--- config.mk ---
export PLATFORM = sky130hd
export DESIGN_NAME = score_ram_init_writer_flat
export DESIGN_NICKNAME = d
export VERILOG_FILES = /design/src/rtl/score_ram_init_writer_pkg.sv /design/src/rtl/score_ram_init_writer_if.sv /design/src/rtl/score_ram_init_writer_index_counter.sv /design/src/rtl/score_ram_init_writer.sv /design/src/flat_wrapper.sv
export SDC_FILE = /design/constraint.sdc
export NUM_CORES = 1
export LEC_CHECK = 0
export BUFFER_PORTS_ARGS = -buffer_cell sky130_fd_sc_hd__buf_2
export CAP_MARGIN = 20
export CORE_UTILIZATION = 25
export DETAILED_ROUTE_END_ITERATION = 16
export GPL_ROUTABILITY_DRIVEN = 0
export PLACE_DENSITY_LB_ADDON = 0.05
export SETUP_SLACK_MARGIN = 0.4
export SLEW_MARGIN = 20
export SYNTH_ARGS = -nofsm -noshare
export SYNTH_HDL_FRONTEND = slang
export SYNTH_SLANG_ARGS = --single-unit
export TNS_END_PERCENT = 10
--- constraint.sdc ---
create_clock -name clk -period 4.4 [get_ports clk]
set_input_delay 0.88 -clock clk [delete_from_list [all_inputs] [get_ports clk]]
set_output_delay 0.88 -clock clk [all_outputs]
set_load 0.03 [all_outputs]
--- src/rtl/score_ram_init_writer_pkg.sv ---
// Shared parameters and FSM encoding for the score-matrix boundary writer.
package score_ram_init_writer_pkg;

    localparam int N_DEF      = 8;
    localparam int GAP_DEF    = 2;
    localparam int DATA_W_DEF = 8;
    localparam int ADDR_W_DEF = 7;

    typedef enum logic [1:0] {
        S_IDLE = 2'd0,
        S_ROW  = 2'd1,
        S_COL  = 2'd2,
        S_DONE = 2'd3
    } state_e;

endpackage

--- src/rtl/score_ram_init_writer_if.sv ---
// Score RAM write port plus init control/status, seen from the writer (master)
// and from the controller/RAM side (slave).
interface score_ram_init_writer_if #(
    parameter int DATA_W = 8,
    parameter int ADDR_W = 7
);
    logic                     en_init;
    logic                     we;
    logic [ADDR_W-1:0]        addr;
    logic signed [DATA_W-1:0] data;
    logic                     busy;
    logic                     hit;

    modport master (input en_init, output we, addr, data, busy, hit);
    modport slave  (output en_init, input we, addr, data, busy, hit);
endinterface

--- src/rtl/score_ram_init_writer_index_counter.sv ---
// Row/column step counter; clr restarts the count and may coincide with en
// (clr+en lands on 1, which is the first column index).
module init_index_counter #(
    parameter int N      = 8,
    parameter int ADDR_W = 7
) (
    input  logic              clk,
    input  logic              rst,
    input  logic              en,
    input  logic              clr,
    output logic [ADDR_W-1:0] idx,
    output logic              last
);

    logic [ADDR_W-1:0] idx_q, idx_d;

    always_comb begin
        idx_d = (clr ? '0 : idx_q) + ADDR_W'(en);
    end

    always_ff @(posedge clk) begin
        if (rst) idx_q <= '0;
        else     idx_q <= idx_d;
    end

    assign idx  = idx_q;
    assign last = (idx_q == ADDR_W'(N));

endmodule

--- src/rtl/score_ram_init_writer.sv ---
// Writes row 0 and column 0 of the (N+1)x(N+1) score matrix before fill.
// Optional SCORE_INIT_LOCAL_EN: Smith-Waterman style, all boundary scores are 0.
module score_ram_init_writer
    import score_ram_init_writer_pkg::*;
#(
    parameter int N      = N_DEF,
    parameter int GAP    = GAP_DEF,
    parameter int DATA_W = DATA_W_DEF,
    parameter int ADDR_W = ADDR_W_DEF
) (
    input logic                     clk,
    input logic                     rst,
    score_ram_init_writer_if.master bus
);

`ifdef SCORE_INIT_LOCAL_EN
    localparam int STEP = 0;
`else
    localparam int STEP = GAP;
`endif

    state_e                   state_q, state_d;
    logic                     we_q, we_d;
    logic [ADDR_W-1:0]        addr_q, addr_d;
    logic signed [DATA_W-1:0] data_q, data_d;
    logic signed [DATA_W-1:0] acc_q, acc_d;
    logic                     busy_q, busy_d;
    logic                     hit_q, hit_d;
    logic                     cnt_en, cnt_clr;
    logic [ADDR_W-1:0]        idx;
    logic                     last;

    init_index_counter #(.N(N), .ADDR_W(ADDR_W)) u_cnt (
        .clk  (clk),
        .rst  (rst),
        .en   (cnt_en),
        .clr  (cnt_clr),
        .idx  (idx),
        .last (last)
    );

    // Outputs are registered: each advancing edge issues the next write, so
    // the cell on the bus is the one idx/acc currently describe.
    always_comb begin
        state_d = state_q;
        we_d    = 1'b0;
        addr_d  = addr_q;
        acc_d   = acc_q;
        busy_d  = busy_q;
        hit_d   = 1'b0;
        cnt_en  = 1'b0;
        cnt_clr = 1'b0;
        case (state_q)
            S_IDLE: if (bus.en_init) begin
                state_d = S_ROW;
                we_d    = 1'b1;
                addr_d  = '0;
                acc_d   = '0;
                busy_d  = 1'b1;
                cnt_clr = 1'b1;
            end
            S_ROW: if (bus.en_init) begin
                we_d   = 1'b1;
                cnt_en = 1'b1;
                if (last) begin
                    // (0,0) already written: column starts at i=1 with -GAP
                    state_d = S_COL;
                    cnt_clr = 1'b1;
                    addr_d  = ADDR_W'(N + 1);
                    acc_d   = -DATA_W'(STEP);
                end else begin
                    addr_d = idx + ADDR_W'(1);
                    acc_d  = acc_q - DATA_W'(STEP);
                end
            end
            S_COL: if (bus.en_init) begin
                if (last) begin
                    state_d = S_DONE;
                    busy_d  = 1'b0;
                    hit_d   = 1'b1;
                end else begin
                    we_d   = 1'b1;
                    cnt_en = 1'b1;
                    addr_d = addr_q + ADDR_W'(N + 1);
                    acc_d  = acc_q - DATA_W'(STEP);
                end
            end
            S_DONE: state_d = S_IDLE;
            default: state_d = S_IDLE;
        endcase
        data_d = acc_d;
    end

    always_ff @(posedge clk) begin
        if (rst) begin
            state_q <= S_IDLE;
            we_q    <= 1'b0;
            addr_q  <= '0;
            data_q  <= '0;
            acc_q   <= '0;
            busy_q  <= 1'b0;
            hit_q   <= 1'b0;
        end else begin
            state_q <= state_d;
            we_q    <= we_d;
            addr_q  <= addr_d;
            data_q  <= data_d;
            acc_q   <= acc_d;
            busy_q  <= busy_d;
            hit_q   <= hit_d;
        end
    end

    assign bus.we   = we_q;
    assign bus.addr = addr_q;
    assign bus.data = data_q;
    assign bus.busy = busy_q;
    assign bus.hit  = hit_q;

endmodule

--- src/flat_wrapper.sv ---
// flat-port wrapper written by rule: the top's interface ports become plain ports
module score_ram_init_writer_flat import score_ram_init_writer_pkg::*;
#(
    parameter int N      = N_DEF,
    parameter int GAP    = GAP_DEF,
    parameter int DATA_W = DATA_W_DEF,
    parameter int ADDR_W = ADDR_W_DEF
)
  (clk, rst, bus_en_init, bus_we, bus_addr, bus_data, bus_busy, bus_hit);
  score_ram_init_writer_if #(.DATA_W(DATA_W), .ADDR_W(ADDR_W)) bus_i ();
  input logic clk;
  input logic rst;
  input wire logic [$bits(bus_i.en_init)-1:0] bus_en_init;
  output wire logic [$bits(bus_i.we)-1:0] bus_we;
  output wire logic [$bits(bus_i.addr)-1:0] bus_addr;
  output wire logic [$bits(bus_i.data)-1:0] bus_data;
  output wire logic [$bits(bus_i.busy)-1:0] bus_busy;
  output wire logic [$bits(bus_i.hit)-1:0] bus_hit;
  assign bus_i.en_init = bus_en_init;
  assign bus_we = bus_i.we;
  assign bus_addr = bus_i.addr;
  assign bus_data = bus_i.data;
  assign bus_busy = bus_i.busy;
  assign bus_hit = bus_i.hit;
  score_ram_init_writer #(.N(N), .GAP(GAP), .DATA_W(DATA_W), .ADDR_W(ADDR_W)) u_core (.clk(clk), .rst(rst), .bus(bus_i));
endmodule
# Yosys cells after proc, flatten, opt, wreduce, memory -nomap -nowiden
# Index checks and enable logic that the tools add are counted.
[word_totals] register_bits=27 inputBits=3
[op_classes] addsub=4 n_mux=31 bitwise_logic=1 eq_ne=10 n_reduce_logical=8
[op_table] operator="$mux 7" n=6
[op_table] operator="$mux 8" n=5
[op_table] operator="$pmux 8 s3" n=1
[op_table] operator="$pmux 7 s3" n=1
[op_table] operator="$mux 2" n=5
[op_table] operator="$reduce_and 5->1" n=2
[op_table] operator="$mux 1" n=8
[op_table] operator="$ne 2x2->1 const B" n=4
[op_table] operator="$pmux 1 s2" n=4
[op_table] operator="$pmux 2 s4" n=1
[op_table] operator="$sub 8x3->8 const B" n=1
[op_table] operator="$add 7x1->7" n=1
[op_table] operator="$add 7x1->7 const B" n=1
[op_table] operator="$add 7x4->7 const B" n=1
[op_table] operator="$eq 7x4->1 const B" n=1
[op_table] operator="$eq 2x2->1 const B" n=2
[op_table] operator="$ne 2x1->1 const B" n=2
[op_table] operator="$reduce_and 4->1" n=1
[op_table] operator="$reduce_or 2->1" n=2
[op_table] operator="$reduce_bool 3->1" n=1
[op_table] operator="$eq 2x1->1 const B" n=1
[op_table] operator="$logic_not 2->1" n=1
[op_table] operator="$reduce_bool 2->1" n=1
[op_table] operator="$not 1->1" n=1

# Longest topological paths before layout
[depth] depth_word=6 depth_mapped=11 mapped_depth_nobuf=10

# Cells and area by module
# Synthesis repeated with hierarchy kept, for this count alone.
[hier_totals] hier_cells=199 hier_area_um2=1632.8
[by_module_without_submodules] module="score_ram_init_writer" area_per_inst_um2=1295.0 instances=1 cells_each=165
[by_module_without_submodules] module="init_index_counter" area_per_inst_um2=337.8 instances=1 cells_each=34

# Worst setup path before layout
# Ideal clock, no wire load.
[synth_timing] path_type="register to register" startpoint="register u_core.u_cnt.idx_q[2] (netlist: u_core.u_cnt.idx[2])" endpoint="register u_core.u_cnt.idx_q[4] (netlist: u_core.u_cnt.idx[4])" path_stages_with_launch=11 arrival_time_ns=1.928 setup_slack_ns=2.356 path_buffers=1 cell_sequence="dfxtp_1 -> buf_2 -> nor4b_4 -> nand4b_1 -> a21o_1 -> and2_1 -> ha_1 -> ha_1 -> nand3_1 -> xor2_1 -> nor2_1"
[synth_between] elab_chain_len=6 elab_cells_between_ends=9 classes_between="add/sub: 1; eq/ne: 1; mux: 7"
[synth_rtl] item="from (decl)" line="score_ram_init_writer_index_counter.sv:15" rtl="logic [ADDR_W-1:0] idx_q, idx_d;"
[synth_rtl] item="from (signal assigned)" line="score_ram_init_writer_index_counter.sv:23" rtl="else idx_q <= idx_d;"
[synth_rtl] item="$eq 7x4->1" line="score_ram_init_writer_index_counter.sv:27" rtl="assign last = (idx_q == ADDR_W'(N));"
[synth_rtl] item="$mux 1" line="score_ram_init_writer.sv:65" rtl="if (last) begin"
[synth_rtl] item="$mux 1"
[synth_rtl] item="$pmux 1 s2" line="score_ram_init_writer.sv:53" rtl="case (state_q)"
[synth_rtl] item="$mux 7" line="score_ram_init_writer_index_counter.sv:18" rtl="idx_d = (clr ? '0 : idx_q) + ADDR_W'(en);"
[synth_rtl] item="$add 7x1->7 (*)" line="score_ram_init_writer_index_counter.sv:18"
# Mark *: on every way between the ends. The rest lies on a longest branch, timed or not.
# A chain may end at the register's enable or synchronous reset.

# Worst setup path after layout
[layout_timing] startpoint="register u_core.state_q[1]" endpoint="register u_core.u_cnt.idx_q[4] (netlist: u_core.u_cnt.idx[4])"
[layout_between] elab_chain_len=4 elab_cells_between_ends=7 classes_between="add/sub: 1; eq/ne: 2; mux: 3; reduce/logical: 1"
[layout_rtl] item="from (decl)" line="score_ram_init_writer.sv:22" rtl="state_e state_q, state_d;"
[layout_rtl] item="from (signal assigned)" line="score_ram_init_writer.sv:104" rtl="state_q <= state_d;"
[layout_rtl] item="$eq 2x1->1 or $logic_not 2->1 (tied branches)" line="score_ram_init_writer.sv:53"
[layout_rtl] item="$pmux 1 s2" line="score_ram_init_writer.sv:53"
[layout_rtl] item="$mux 7" line="score_ram_init_writer_index_counter.sv:18"
[layout_rtl] item="$add 7x1->7 (*)" line="score_ram_init_writer_index_counter.sv:18"
# Marked as above.

==> flow_metrics.tcl <==
set metrics [dict create \
    grtUsageTotal 0.125 \
    yosys-mux-area-fraction 0.00636 \
    io_pins 21 \
    drc 0 \
    htree_num_levels 1 \
    diodes 0 \
    period_share 0.608 \
    yosys_warnings 0 \
    crit_path_start_kind "flip-flop" \
    grt_pass1_wl_um 6290 \
    cts_hold_buf 0 \
    yosysUniqueCellTypes 50 \
    rows 28 \
    rsz0062_at_grt "no" \
    synth.most_common_cell "dfxtp_1" \
    cts-root-buf "clkbuf_8" \
    slew_headroom 0.440 \
    worstSetupEndpointType "flip-flop" \
    ys_seq_area_frac 0.331 \
    synth_area_per_cell_sq_um 8.65 \
    drt-initial-drc-count 24 \
    syn_area_sq_um 1570 \
    die_w_um 81.3 \
    arrival_ns 2.85 \
    synth_top_family_by_area "compound AO/OA/AOI/OAI gates" \
    cts_tree "yes" \
    fmax_ghz 0.374 \
    totalWireLength_um 3660 \
    first_global_vias 1238 \
    path_class "reg2reg" \
    clk_pin_slew_worst_paths_ns 0.09 \
    dpl.hpwl_um 2790 \
    clock_sinks 26 \
    setup_tns_ns 0 \
    r2r_start "u_core.state_q[1]$_SDFFE_PP0P_" \
    yosysTopAreaCell "dfxtp_1" \
    synthXorXnorAreaFrac 0.0835 \
    whs_path_depth 2 \
    grt_start_max_net_pins 25 \
    finClkSkew_ns 0.00413 \
    stdcell_count 270 \
    maxSlewViolCount 0 \
    synthAdderAreaFrac 0.0795 \
    antenna_found_initial 0 \
    critPathMaxFanout 13 \
    fin_crit_ns 2.68 \
    r2r_cells 10 \
    hold_start "u_core.acc_q[2]$_SDFFE_PP0P_" \
    hold_slack_ns 0.503 \
    dp_cells 266 \
    area_delta_synth_final_pct 10.9 \
    setup_viol 0 \
    maxCapViolCount 0 \
    synth.top_cells.by_count "dfxtp_1, a21oi_1, nand2_1, inv_1, nor2_1" \
    holdCritPathClass "reg2reg" \
    core_sq_um 5990 \
    ys_ff_latch 26 \
    vdd_ir_drop_max_uv 252 \
    synthSimpleGateAreaFrac 0.195 \
    dieArea_sq_um 6620 \
    critPathRequiredTime_ns 4.57 \
    wire_per_inst_um 13.6 \
    syn_nets 195 \
    worstSetupStartpoint "u_core.state_q[1]$_SDFFE_PP0P_" \
    hold_viol 0 \
    clk_latency_ns 0.27 \
    synth_cells 182 \
    postCtsResizedCells 0 \
    status "finished, final reports clean" \
    via_per_inst 4.89 \
    final_net_count 209 \
    netlist.area_leader.share 0.331 \
    clockBufferDepth 2 \
    p_leak_nw 0.703 \
    synthTopCellsByArea "dfxtp_1, ha_1, a21oi_1" \
    synthFlopType "dfxtp_1" \
    synth_edf_count 0 \
    vias 1319 \
    initial_core_util 0.263 \
    worstMarginPinSlew_ns 0.837 \
    drive_above_1_share 0.179 \
    synth_compound_area_frac 0.223 \
    ant_nets 0 \
    cts-buffers-inserted 3 \
    port-buffer-count 19 \
    dieHeight_um 81.3 \
    gr-total-overflow 0 \
    firstDrtPassIters 4 \
    post-cts-setup-buffer-count 0 \
    powerDensity_nw_per_um2 567 \
    synth-async-reset-ratio 0 \
]
-- kinds of logic after synthesis --
kind of cell,count (synthesis)
AOI/OAI and AO/OA,48
xor gates and xnor gates,15
adders and majority gates,10
buffers and inverters,24
DFF,26
muxes,1
other,1
and+or+nand+nor,57
-- worst max-delay path, cell delays in order, from the launching register on --
cell and delay [ns]:
dfxtp_1 0.35, inv_1 0.08, ha_1 0.39, nand4b_1 0.52
a21o_1 0.35, and2_1 0.16, ha_1 0.19, ha_1 0.22
nand3_1 0.10, xor2_1 0.16, nor2_1 0.05
-- area by class of cell --
| type | instances | area, sq um |
|---|---|---|
| Inverter | 14 | 52.6 |
| Clock buffer | 4 | 55.1 |
| Timing Repair Buffer | 19 | 95.1 |
| Tap cell | 75 | 93.8 |
| Multi-Input combinational cell | 132 | 928 |
| Sequential cell | 26 | 520 |
| Fill cell | 650 | 4250 |
-- cells in the final DEF, fill, tap and decap left out, types with 2 or more instances in the layout --
cell type | Yosys | final
dfxtp_1 | 26 | 26
buf_2 | 3 | 19
a21oi_1 | 15 | 15
nand2_1 | 15 | 15
inv_1 | 14 | 14
nor2_1 | 12 | 12
ha_1 | 10 | 10
xor2_1 | 8 | 8
nand3_1 | 8 | 8
xnor2_1 | 7 | 7
a211oi_1 | 5 | 5
nor3_1 | 5 | 5
a32oi_1 | 4 | 4
o32ai_1 | 4 | 4
clkbuf_8 | 0 | 4
a31o_2 | 3 | 3
and2_1 | 2 | 2
nand2b_1 | 2 | 2
and3_1 | 2 | 2
o21ai_0 | 2 | 2
nor2b_1 | 2 | 2
-- power by group --
part           switching, W  internal, W  total, W
Sequential        0.0000467     0.000279  0.000326
Combinational      0.000328     0.000179  0.000507
Clock             0.0000773    0.0000801  0.000157
-- flip-flops by register name (all words and copies together), names as in the netlist --
name,cells
u_core.state_q,2
u_core.acc_q,7
u_core.bus.addr,7
u_core.u_cnt.idx,7
u_core.bus.hit,1
u_core.bus.busy,1
u_core.bus.we,1
-- routing by layer --
metal / part of all wire / wire, um / track usage
met4: 0.011 / 42 / 0.0482
met3: 0.025 / 92 / 0.0169
met5: 0 / 0 / 0
met1: 0.53 / 1920 / 0.175
met2: 0.44 / 1600 / 0.193
-- per-stage QoR --
stage	util	worst slack (ns)	area, sq um	total power [W]
floorplan	-	2.36	1570	0.000728
global placement	0.282	1.79	1690	0.000843
detailed placement	0.282	1.69	1690	0.000841
CTS	0.291	1.70	1750	0.00101
global route	0.291	1.50	1750	0.00108
finish	0.291	1.72	1750	0.000990
-- path summary, 6_finish.rpt --
path | to | slack (ns)
hold / removal | u_core.acc_q[2]$_SDFFE_PP0P_ | 0.50
setup / recovery | u_core.u_cnt.idx[4]$_SDFF_PP0_ | 1.72
setup reg to reg | u_core.u_cnt.idx[4]$_SDFF_PP0_ | 1.72
hold reg to reg | u_core.acc_q[2]$_SDFFE_PP0P_ | 0.50
(Power assumes the default switching activity.)
